[src/rtl/fast_message_sequencer.sv]
// fast_message_sequencer: serializes groups of aligned FAST field lanes into a
// single field stream tagged PMAP / TID / BODY, with message-end marking and a
// writable per-template body-count table.
// Optional build macro FAST_SEQ_STATS_EN adds stat_msgs / stat_errs counters.
module fast_message_sequencer #(
   parameter int BEAT_WIDTH       = 64,
   parameter int SUP_PATHS        = 4,
   parameter int NUM_TEMPLATES    = 4,
   parameter int MAX_MESSAGE_SIZE = 10,
   parameter int TIDX             = $clog2(NUM_TEMPLATES),
   parameter int CW               = $clog2(MAX_MESSAGE_SIZE + 1)
) (
   input  logic                            clk,
   input  logic                            rst,
   input  logic [SUP_PATHS*BEAT_WIDTH-1:0] in_fields,
   input  logic [SUP_PATHS-1:0]            in_valid,
   input  logic [SUP_PATHS-1:0]            in_complete,
   input  logic                            in_group_valid,
   output logic                            in_ready,
   output logic [BEAT_WIDTH-1:0]           out_field,
   output logic                            out_valid,
   input  logic                            out_ready,
   output logic [1:0]                      out_kind,
   output logic                            out_frag_last,
   output logic                            out_msg_end,
   input  logic                            cfg_we,
   input  logic [TIDX-1:0]                 cfg_tidx,
   input  logic [CW-1:0]                   cfg_count,
   output logic [CW-1:0]                   msg_field_count,
   output logic                            err_unknown_tid
`ifdef FAST_SEQ_STATS_EN
   ,
   output logic [31:0]                     stat_msgs,
   output logic [15:0]                     stat_errs
`endif
);

   localparam int LW     = (SUP_PATHS > 1) ? $clog2(SUP_PATHS) : 1;
   localparam int TDEPTH = 1 << TIDX;

   typedef enum logic [1:0] {
      S_PMAP = 2'd0,
      S_TID  = 2'd1,
      S_BODY = 2'd2
   } state_t;

   state_t                 state, state_nx;
   logic [CW-1:0]          remaining, rem_nx;
   logic                   err_set, cnt_load;
   logic                   live;

   logic [BEAT_WIDTH-1:0]  grp_data [SUP_PATHS];
   logic [SUP_PATHS-1:0]   grp_cmpl;
   logic [SUP_PATHS-1:0]   pend;
   logic [SUP_PATHS-1:0]   pend_left;
   logic [SUP_PATHS-1:0]   src_mask;
   logic [LW-1:0]          cur, sel;

   logic [CW-1:0]          table_q [TDEPTH];

   // Lookup result travels with the presented field so the commit at handshake
   // uses exactly the value that decided out_msg_end.
   logic                   o_known;
   logic [CW-1:0]          o_count;

   logic                   fire, accept, found, load;
   logic [BEAT_WIDTH-1:0]  ld_data;
   logic                   ld_cmpl, ld_known, ld_msg_end;
   logic [TIDX-1:0]        ld_tidx;
   logic [CW-1:0]          ld_count;

   assign fire = out_valid & out_ready;

   // Message FSM: advances only when a complete fragment is handed off.
   always_comb begin
      state_nx = state;
      rem_nx   = remaining;
      err_set  = 1'b0;
      cnt_load = 1'b0;
      if (fire && out_frag_last) begin
         unique case (state)
            S_PMAP: state_nx = S_TID;
            S_TID: begin
               if (o_known) begin
                  state_nx = S_BODY;
                  rem_nx   = o_count;
                  cnt_load = 1'b1;
               end else begin
                  state_nx = S_PMAP;
                  err_set  = 1'b1;
               end
            end
            S_BODY: begin
               rem_nx = remaining - CW'(1);
               if (out_msg_end) state_nx = S_PMAP;
            end
            default: state_nx = S_PMAP;
         endcase
      end
   end

   // Lane selection and output-register load; the loaded field is tagged with
   // the post-handshake state so a back-to-back load sees the advanced FSM.
   always_comb begin
      pend_left = pend;
      if (fire) pend_left = pend & ~(SUP_PATHS'(1) << cur);
      in_ready = live & ~rst & (pend_left == '0);
      accept   = in_group_valid & in_ready;
      src_mask = accept ? in_valid : pend_left;
      found    = 1'b0;
      sel      = '0;
      ld_data  = '0;
      ld_cmpl  = 1'b0;
      for (int unsigned i = 0; i < SUP_PATHS; i++) begin
         if (src_mask[i] && !found) begin
            found   = 1'b1;
            sel     = LW'(i);
            ld_data = accept ? in_fields[i*BEAT_WIDTH +: BEAT_WIDTH] : grp_data[i];
            ld_cmpl = accept ? in_complete[i] : grp_cmpl[i];
         end
      end
      load       = found & (accept | fire);
      ld_tidx    = ld_data[TIDX-1:0];
      ld_count   = table_q[ld_tidx];
      ld_known   = ((ld_data >> TIDX) == '0) && (ld_count != '0);
      ld_msg_end = 1'b0;
      if (ld_cmpl) begin
         if (state_nx == S_TID)       ld_msg_end = ~ld_known;
         else if (state_nx == S_BODY) ld_msg_end = (rem_nx == CW'(1));
      end
   end

   // Group payload storage; only meaningful where pend is set.
   always_ff @(posedge clk) begin
      if (accept) begin
         for (int unsigned i = 0; i < SUP_PATHS; i++)
            grp_data[i] <= in_fields[i*BEAT_WIDTH +: BEAT_WIDTH];
         grp_cmpl <= in_complete;
      end
   end

   // Control state, output register, template table and sticky error.
   always_ff @(posedge clk) begin
      if (rst) begin
         live            <= 1'b0;
         state           <= S_PMAP;
         remaining       <= '0;
         pend            <= '0;
         cur             <= '0;
         out_valid       <= 1'b0;
         out_field       <= '0;
         out_kind        <= '0;
         out_frag_last   <= 1'b0;
         out_msg_end     <= 1'b0;
         o_known         <= 1'b0;
         o_count         <= '0;
         msg_field_count <= '0;
         err_unknown_tid <= 1'b0;
         for (int unsigned t = 0; t < TDEPTH; t++) table_q[t] <= '0;
      end else begin
         live      <= 1'b1;
         state     <= state_nx;
         remaining <= rem_nx;
         if (cnt_load) msg_field_count <= o_count;
         if (err_set)  err_unknown_tid <= 1'b1;
         if (cfg_we && (int'(cfg_tidx) < NUM_TEMPLATES)) table_q[cfg_tidx] <= cfg_count;
         pend <= accept ? in_valid : pend_left;
         if (load) begin
            out_valid     <= 1'b1;
            out_field     <= ld_data;
            out_kind      <= state_nx;
            out_frag_last <= ld_cmpl;
            out_msg_end   <= ld_msg_end;
            o_known       <= ld_known;
            o_count       <= ld_count;
            cur           <= sel;
         end else if (fire) begin
            out_valid <= 1'b0;
         end
      end
   end

`ifdef FAST_SEQ_STATS_EN
   // Saturating message and unknown-template counters.
   always_ff @(posedge clk) begin
      if (rst) begin
         stat_msgs <= '0;
         stat_errs <= '0;
      end else begin
         if (fire && out_msg_end && (stat_msgs != '1)) stat_msgs <= stat_msgs + 32'd1;
         if (err_set && (stat_errs != '1))             stat_errs <= stat_errs + 16'd1;
      end
   end
`endif

endmodule

[config.mk]
export PLATFORM = sky130hd
export DESIGN_NAME = fast_message_sequencer
export DESIGN_NICKNAME = d
export VERILOG_FILES = /design/src/rtl/fast_message_sequencer.sv
export SDC_FILE = /design/constraint.sdc
export NUM_CORES = 1
export LEC_CHECK = 0
export ABC_AREA = 1
export BUFFER_PORTS_ARGS = -buffer_cell sky130_fd_sc_hd__buf_2
export CORE_ASPECT_RATIO = 1.2
export CORE_MARGIN = 3
export CORE_UTILIZATION = 30
export DETAILED_ROUTE_END_ITERATION = 7
export GPL_ROUTABILITY_DRIVEN = 0
export PLACE_DENSITY_LB_ADDON = 0.3
export SLEW_MARGIN = 5
export SYNTH_ARGS = -nofsm -noshare
export SYNTH_HDL_FRONTEND = slang
export SYNTH_SLANG_ARGS = --single-unit
[constraint.sdc]
create_clock -name clk -period 5 [get_ports clk]
set_input_delay 0.75 -clock clk [delete_from_list [all_inputs] [get_ports clk]]
set_output_delay 0.75 -clock clk [all_outputs]
set_load 0.05 [all_outputs]
Word level (Yosys, flattened, before mapping)
Memories as Yosys holds them, arrays and structs flattened. Index checks and enable logic that the tools add are counted.

Shift-type cells: 1. Bitwise gates (word level): 10. Add/subtract/negate cells: 1. Muxes and demuxes: 54. Equality and inequality tests: 5. Reductions and logical operators: 14.

Operators by type and width (count): 2-to-1 mux 64 bit (8); zero test 64 bit (1); 2-to-1 mux 1 bit (33); 2-to-1 mux 4 bit (5); 2-to-1 mux 2 bit (6); case mux 4 bit (2 select lines) (1); case mux 2 bit (3 select lines) (1); AND 1 bit (5); logical AND 1 bit (5); AND 4 bit (1); == test 2 x 1 -> 1 bit (second input constant) (2); == test 2 bit (second input constant) (2); == test 4 x 1 -> 1 bit (second input constant) (1); zero test 4 bit (1); inverter 4 bit (1); nonzero test 4 bit (1); OR reduction 4 bit (1); left shift 1 x 2 -> 4 bit (first input constant) (1); subtractor 4 x 1 -> 4 bit (second input constant) (1); zero test 1 bit (3); zero test 2 bit (1); inverter 1 bit (2); nonzero test 2 bit (1); bitwise OR 1 bit (1).

Bits in writable memories: 272. Memories kept: 2. Register bits: 96. Output and inout bits: 75.

Memories: grp_data (words 4, bits a word 64, rd ports 4, clocked after Yosys merged registers in 0, write ports 4, RTL line 52) `logic [BEAT_WIDTH-1:0] grp_data [SUP_PATHS];`; table_q (words 4, bits a word 4, rd ports 1, clocked after Yosys merged registers in 0, write ports 4, RTL line 59) `logic [CW-1:0] table_q [TDEPTH];`.

Longest topological paths before layout
An unclocked memory read counts as a cell.

Depth in word-level cells: 24. Depth in mapped cells: 24. Depth with buffers taken out: 23.

Worst setup path before layout
OpenSTA, ideal clock, no wires.

Path kind: in2reg. From: input port out_ready. To: register out_msg_end. Setup slack: 2.029 ns. Arrival time: 2.838 ns. Path buffers: 3. Stages: 22. Path through: nand2_1 > inv_2 > nand2_1 > nand2_1 > nand2_2 > nor2_8 > nand4_1 > nand2_2 > nor2_1 > buf_2 > buf_6 > buf_2 > nand3_1 > nand3_1 > nor2_1 > nand2_1 > nor2_1 > nand2_1 > nor2_1 > nand4_1 > nand3_1 > a21oi_1.

Word-level cells in the longest chain between the ends: 22.

Ends and longest elaborated chain: start, declared (RTL line 22) `input logic out_ready,`; AND 1 bit (*) (RTL line 72) `assign fire = out_valid & out_ready;`; 2-to-1 mux 4 bit (RTL line 106) `if (fire) pend_left = pend & ~(SUP_PATHS'(1) << cur);`; zero test 4 bit (RTL line 107) `in_ready = live & ~rst & (pend_left == '0);`; AND 1 bit (RTL line 107); AND 1 bit (RTL line 108) `accept = in_group_valid & in_ready;`; 2-to-1 mux 4 bit (RTL line 109) `src_mask = accept ? in_valid : pend_left;`; 2-to-1 mux 1 bit (RTL line 115) `if (src_mask[i] && !found) begin`; zero test 1 bit (RTL line 115); [6 not listed]; logical AND 1 bit (RTL line 115); 2-to-1 mux 64 bit (RTL line 115); memory (4 x 4 bit); nonzero test 4 bit (RTL line 125) `ld_known = ((ld_data >> TIDX) == '0) && (ld_count != '0);`; logical AND 1 bit (RTL line 125); inverter 1 bit (RTL line 128) `if (state_nx == S_TID) ld_msg_end = ~ld_known;`; 2-to-1 mux 1 bit (RTL line 128); 2-to-1 mux 1 bit (RTL line 127) `if (ld_cmpl) begin`; end signal, assigned (RTL line 173) `out_msg_end <= ld_msg_end;`; end, declared (RTL line 25) `output logic out_msg_end,`.

Every way passes the cells marked *; elsewhere a longest branch is shown, timed or not. A chain may end at the register's enable or synchronous reset.

Final worst setup path
From: register out_valid. To: register out_msg_end.

Word-level cells in the longest chain between the ends: 22.

Ends and longest elaborated chain: start, declared (RTL line 21) `output logic out_valid,`; start signal, assigned (RTL line 150) `out_valid <= 1'b0;`; start signal, assigned (RTL line 169) `out_valid <= 1'b1;`; start signal, assigned (RTL line 178) `out_valid <= 1'b0;`; AND 1 bit (*) (RTL line 72); 2-to-1 mux 4 bit (RTL line 106); zero test 4 bit (RTL line 107); AND 1 bit (RTL line 107); AND 1 bit (RTL line 108); 2-to-1 mux 4 bit (RTL line 109); 2-to-1 mux 1 bit (RTL line 115); zero test 1 bit (RTL line 115); [6 not listed]; logical AND 1 bit (RTL line 115); 2-to-1 mux 64 bit (RTL line 115); memory (4 x 4 bit); nonzero test 4 bit (RTL line 125); logical AND 1 bit (RTL line 125); inverter 1 bit (RTL line 128); 2-to-1 mux 1 bit (RTL line 128); 2-to-1 mux 1 bit (RTL line 127).

Marks and branches as above.

==> results.yml <==
job:
  max_cap_violations: 0
drt:
  drcViolationCount: 0
  ant_nets: 0
  drt_iter0_drc: 1129
  drt_pre_antenna_iters: 6
  via_per_inst: 4.83
  dr_total_vias: 15300
  routed_wirelength_um: 59500
  route.detailed.wl_per_inst_um: 18.9
layout:
  layout.nets: 2758
  count_of_filler_cells_inserted_in_the_layout: 5352
  layout_common_cells: "sky130_fd_sc_hd__nand2_1 (991), sky130_fd_sc_hd__buf_2 (349), sky130_fd_sc_hd__dfxtp_1 (348), sky130_fd_sc_hd__nor2_1 (196), sky130_fd_sc_hd__nand3_1 (137)"
  post_route_cells_drive_above_1_share_pct: 18.6
  flow.area_growth_from_synthesis_pct: 23.5
  multiInputGateArea_um2: 6870
  regArea_um2: 7570
  most_common_library_cell_in_the_layout_ignoring_fill_and_taps: "sky130_fd_sc_hd__nand2_1"
place:
  dp_hpwl_um: 43800
  placement.setup.worst_slack_ns: 0.631
  placement.io_buffers: 349
setup_path:
  worst-path-max-fanout: 58
  cp_data_arrival_time_ns: 4.31
  worstSetupPathType: "register to register"
  critical_path_start_type: "register"
  crit_path_end_kind: "register"
  worst-endpoint-required_ns: 5.43
clock_tree:
  cts-buffers-inserted: 40
  cts_setup_buffers: 0
  clk_path_buf_depth: 3
  ctsHtreeMaxLevel: 2
  clkSlewWorstSetupHoldPaths_ns: 0.06
  cts_root_buf: "sky130_fd_sc_hd__clkbuf_16"
  clock_insertion_delay_worst_skew_ns: 0.56
  tritoncts: "done"
  clkSinkCount: 368
  post_cts.resized_instances: 0
  hold_buffers: 0
global_route:
  grt_remaining_overflow: 0
  grt_max_degree: 139
  antenna_found_initial: 4
  grt.met3_usage_pct: 2.86
  vias_in_the_first_global_route: 14900
  groute.layer.met1.usage_pct: 27.4
  track_usage_pct: 21.6
  grt_pass1_wl_um: 88400
  grt_util_met2_pct: 37.2
  grt_busiest_layer: "met2"
timing:
  worstMarginPinSlew_ns: 1.10
  maxSlewViolCount: 0
  max_slew_margin_pct: 26.5
  final_min_period_over_clock_period_pct: 77.5
  timing.setup.tns_ns: 0
  unrepaired_setup_endpoints_after_global_routing: "false"
  final_period_minus_worst_setup_slack_ns: 3.87
  setup-violations-final: 0
  worst_clock_skew_ns: 0.0148
  max_clock_freq_mhz: 258
  timing.final.hold_violations: 0
  final.setup.worst_slack_ns: 1.13
power:
  power-per-cell-area_nw_per_um2: 441
  post-layout-total-power_mw: 8.36
  power_leakage_nw: 9.73
  vdd_drop_max_mv: 0.188
floorplan:
  floorplan.initialDensity_pct: 30.4
  die_width_um: 213
  rows: 90
  coreArea_um2: 50400
  die_h_um: 254
  floorplan.io_pins: 350
  die-area_um2: 53900
min_path:
  hp-class: "input port to register"
synthesis:
  cell_variety_after_synth: 40
  ys_seq_elements: 368
  synthesis.nets: 2474
  synth_area_per_cell_um2: 7.00
  seq_area_frac_synth_pct: 49.3
  cells_after_synthesis: 2194
  yosys_warns: 0
  netlist_area_um2: 15400
status:
  status: "finished clean"
-- final timing paths --
check	from	end	slack (ns)	cells after the start
min	in_complete[3]	grp_cmpl[3]$_DFFE_PP_	0.39	1
max	out_valid$_SDFFE_PP0P_	out_msg_end$_SDFFE_PP0P_	1.13	20
max reg2reg	out_valid$_SDFFE_PP0P_	out_msg_end$_SDFFE_PP0P_	1.13	20
min reg2reg	grp_data[1][36]$_DFF_P_	grp_data[1][36]$_DFF_P_	0.45	2
-- layout make-up --
cell class                      instances  share of cell area (%)
Tap cell                              644                    4.25
Sequential cell                       368                    39.9
Clock buffer                           57                    6.04
Antenna cell                            1                  0.0132
Clock inverter                         17                    1.06
Timing Repair Buffer                  378                    10.6
Inverter                               99                    2.00
Multi-Input combinational cell       1591                    36.2
-- cells in the mapped netlist --
cell type / number / area share [%]
sky130_fd_sc_hd__a211oi_1: 6 / 0.29
sky130_fd_sc_hd__a21oi_1: 29 / 0.95
sky130_fd_sc_hd__a21oi_4: 1 / 0.11
sky130_fd_sc_hd__a31oi_1: 1 / 0.041
sky130_fd_sc_hd__a41oi_1: 1 / 0.057
sky130_fd_sc_hd__and2_1: 1 / 0.041
sky130_fd_sc_hd__buf_1: 13 / 0.32
sky130_fd_sc_hd__buf_2: 60 / 2.0
sky130_fd_sc_hd__buf_6: 1 / 0.073
sky130_fd_sc_hd__clkbuf_1: 61 / 1.5
sky130_fd_sc_hd__clkbuf_2: 1 / 0.033
sky130_fd_sc_hd__clkinv_1: 1 / 0.024
sky130_fd_sc_hd__dfxtp_1: 348 / 45
sky130_fd_sc_hd__edfxtp_1: 20 / 3.9
sky130_fd_sc_hd__ha_1: 5 / 0.41
sky130_fd_sc_hd__inv_1: 93 / 2.3
sky130_fd_sc_hd__inv_2: 5 / 0.12
sky130_fd_sc_hd__nand2_1: 993 / 24
sky130_fd_sc_hd__nand2_2: 3 / 0.12
sky130_fd_sc_hd__nand2_4: 1 / 0.073
sky130_fd_sc_hd__nand3_1: 137 / 4.5
sky130_fd_sc_hd__nand3_2: 2 / 0.13
sky130_fd_sc_hd__nand3_4: 1 / 0.11
sky130_fd_sc_hd__nand3b_1: 28 / 1.4
sky130_fd_sc_hd__nand4_1: 85 / 3.5
sky130_fd_sc_hd__nor2_1: 197 / 4.8
sky130_fd_sc_hd__nor2_8: 1 / 0.13
sky130_fd_sc_hd__nor3_1: 4 / 0.13
sky130_fd_sc_hd__nor3_2: 1 / 0.065
sky130_fd_sc_hd__o211ai_1: 2 / 0.098
sky130_fd_sc_hd__o21a_1: 3 / 0.15
sky130_fd_sc_hd__o21ai_0: 72 / 2.3
sky130_fd_sc_hd__o21ai_1: 4 / 0.13
sky130_fd_sc_hd__o21ai_2: 1 / 0.057
sky130_fd_sc_hd__o21ai_4: 1 / 0.11
sky130_fd_sc_hd__o21bai_2: 1 / 0.073
sky130_fd_sc_hd__o22ai_1: 4 / 0.16
sky130_fd_sc_hd__o31ai_1: 1 / 0.049
sky130_fd_sc_hd__or2_2: 4 / 0.16
sky130_fd_sc_hd__xnor2_1: 1 / 0.057
-- where the power goes --
| group | switching (mW) | total (mW) | internal (mW) |
|---|---|---|---|
| Sequential | 0.146 | 3.65 | 3.51 |
| Combinational | 1.12 | 1.62 | 0.499 |
| Clock | 1.27 | 3.08 | 1.81 |
| Total | 2.54 | 8.36 | 5.82 |
-- registers in the layout, summed over array words and instances, names as in the netlist --
register and cells:
cur 2, err_unknown_tid 1, grp_cmpl 4, grp_data 256
live 1, msg_field_count 4, o_count 4, o_known 1
out_field 64, out_frag_last 1, out_kind 2, out_msg_end 1
out_valid 1, pend 4, remaining 4, state 2
table_q 16
-- critical path: stages (launching register included) --
cell and delay (ns):
sky130_fd_sc_hd__dfxtp_1 0.34, sky130_fd_sc_hd__nand2_1 0.17, sky130_fd_sc_hd__inv_2 0.13, sky130_fd_sc_hd__nand2_1 0.06, sky130_fd_sc_hd__nand2_1 0.12, sky130_fd_sc_hd__nand2_2 0.11, sky130_fd_sc_hd__nor2_8 0.13, sky130_fd_sc_hd__nand3_4 0.19
sky130_fd_sc_hd__nand2_1 0.19, sky130_fd_sc_hd__o21ai_4 0.10, sky130_fd_sc_hd__buf_4 0.32, sky130_fd_sc_hd__nor3_4 0.76, sky130_fd_sc_hd__nand2_1 0.21, sky130_fd_sc_hd__o211ai_1 0.25, sky130_fd_sc_hd__nand3_1 0.15, sky130_fd_sc_hd__nand2_1 0.11
sky130_fd_sc_hd__nor2_1 0.05, sky130_fd_sc_hd__nand2_1 0.10, sky130_fd_sc_hd__nand4_1 0.09, sky130_fd_sc_hd__nand3_1 0.08, sky130_fd_sc_hd__a21oi_1 0.06
-- cells by family (layout without fill, tap and decap cells) --
family | count (synthesis) | in the layout | synth area share, %
adders and majority gates | 5 | 5 | 0.407
and+or+nand+nor | 1458 | 1458 | 39.4
AOI/OAI and AO/OA | 127 | 127 | 4.61
xor gates and xnor gates | 1 | 1 | 0.0570
buffers and inverters | 235 | 551 | 6.29
DFF | 368 | 368 | 49.3
other | 0 | 1 | 0
-- stage by stage --
stage,hold WS (ns),util [%],std cells,cell area (um^2)
finish,0.389,37.6,3155,19000
global route,0.373,37.6,3155,19000
CTS,0.356,37.6,3154,19000
detailed placement,0.432,34.9,3080,17600
global placement,0.425,34.9,3080,17600
floorplan,0.415,-,2194,15400
-- layer usage --
metal	vias up	share of wire, %
met4	0	3.6
li1	7527	-
met3	103	6.6
met2	605	48
met1	7019	41
met5	-	0
Note: power is estimated with default switching activity, not from simulation.
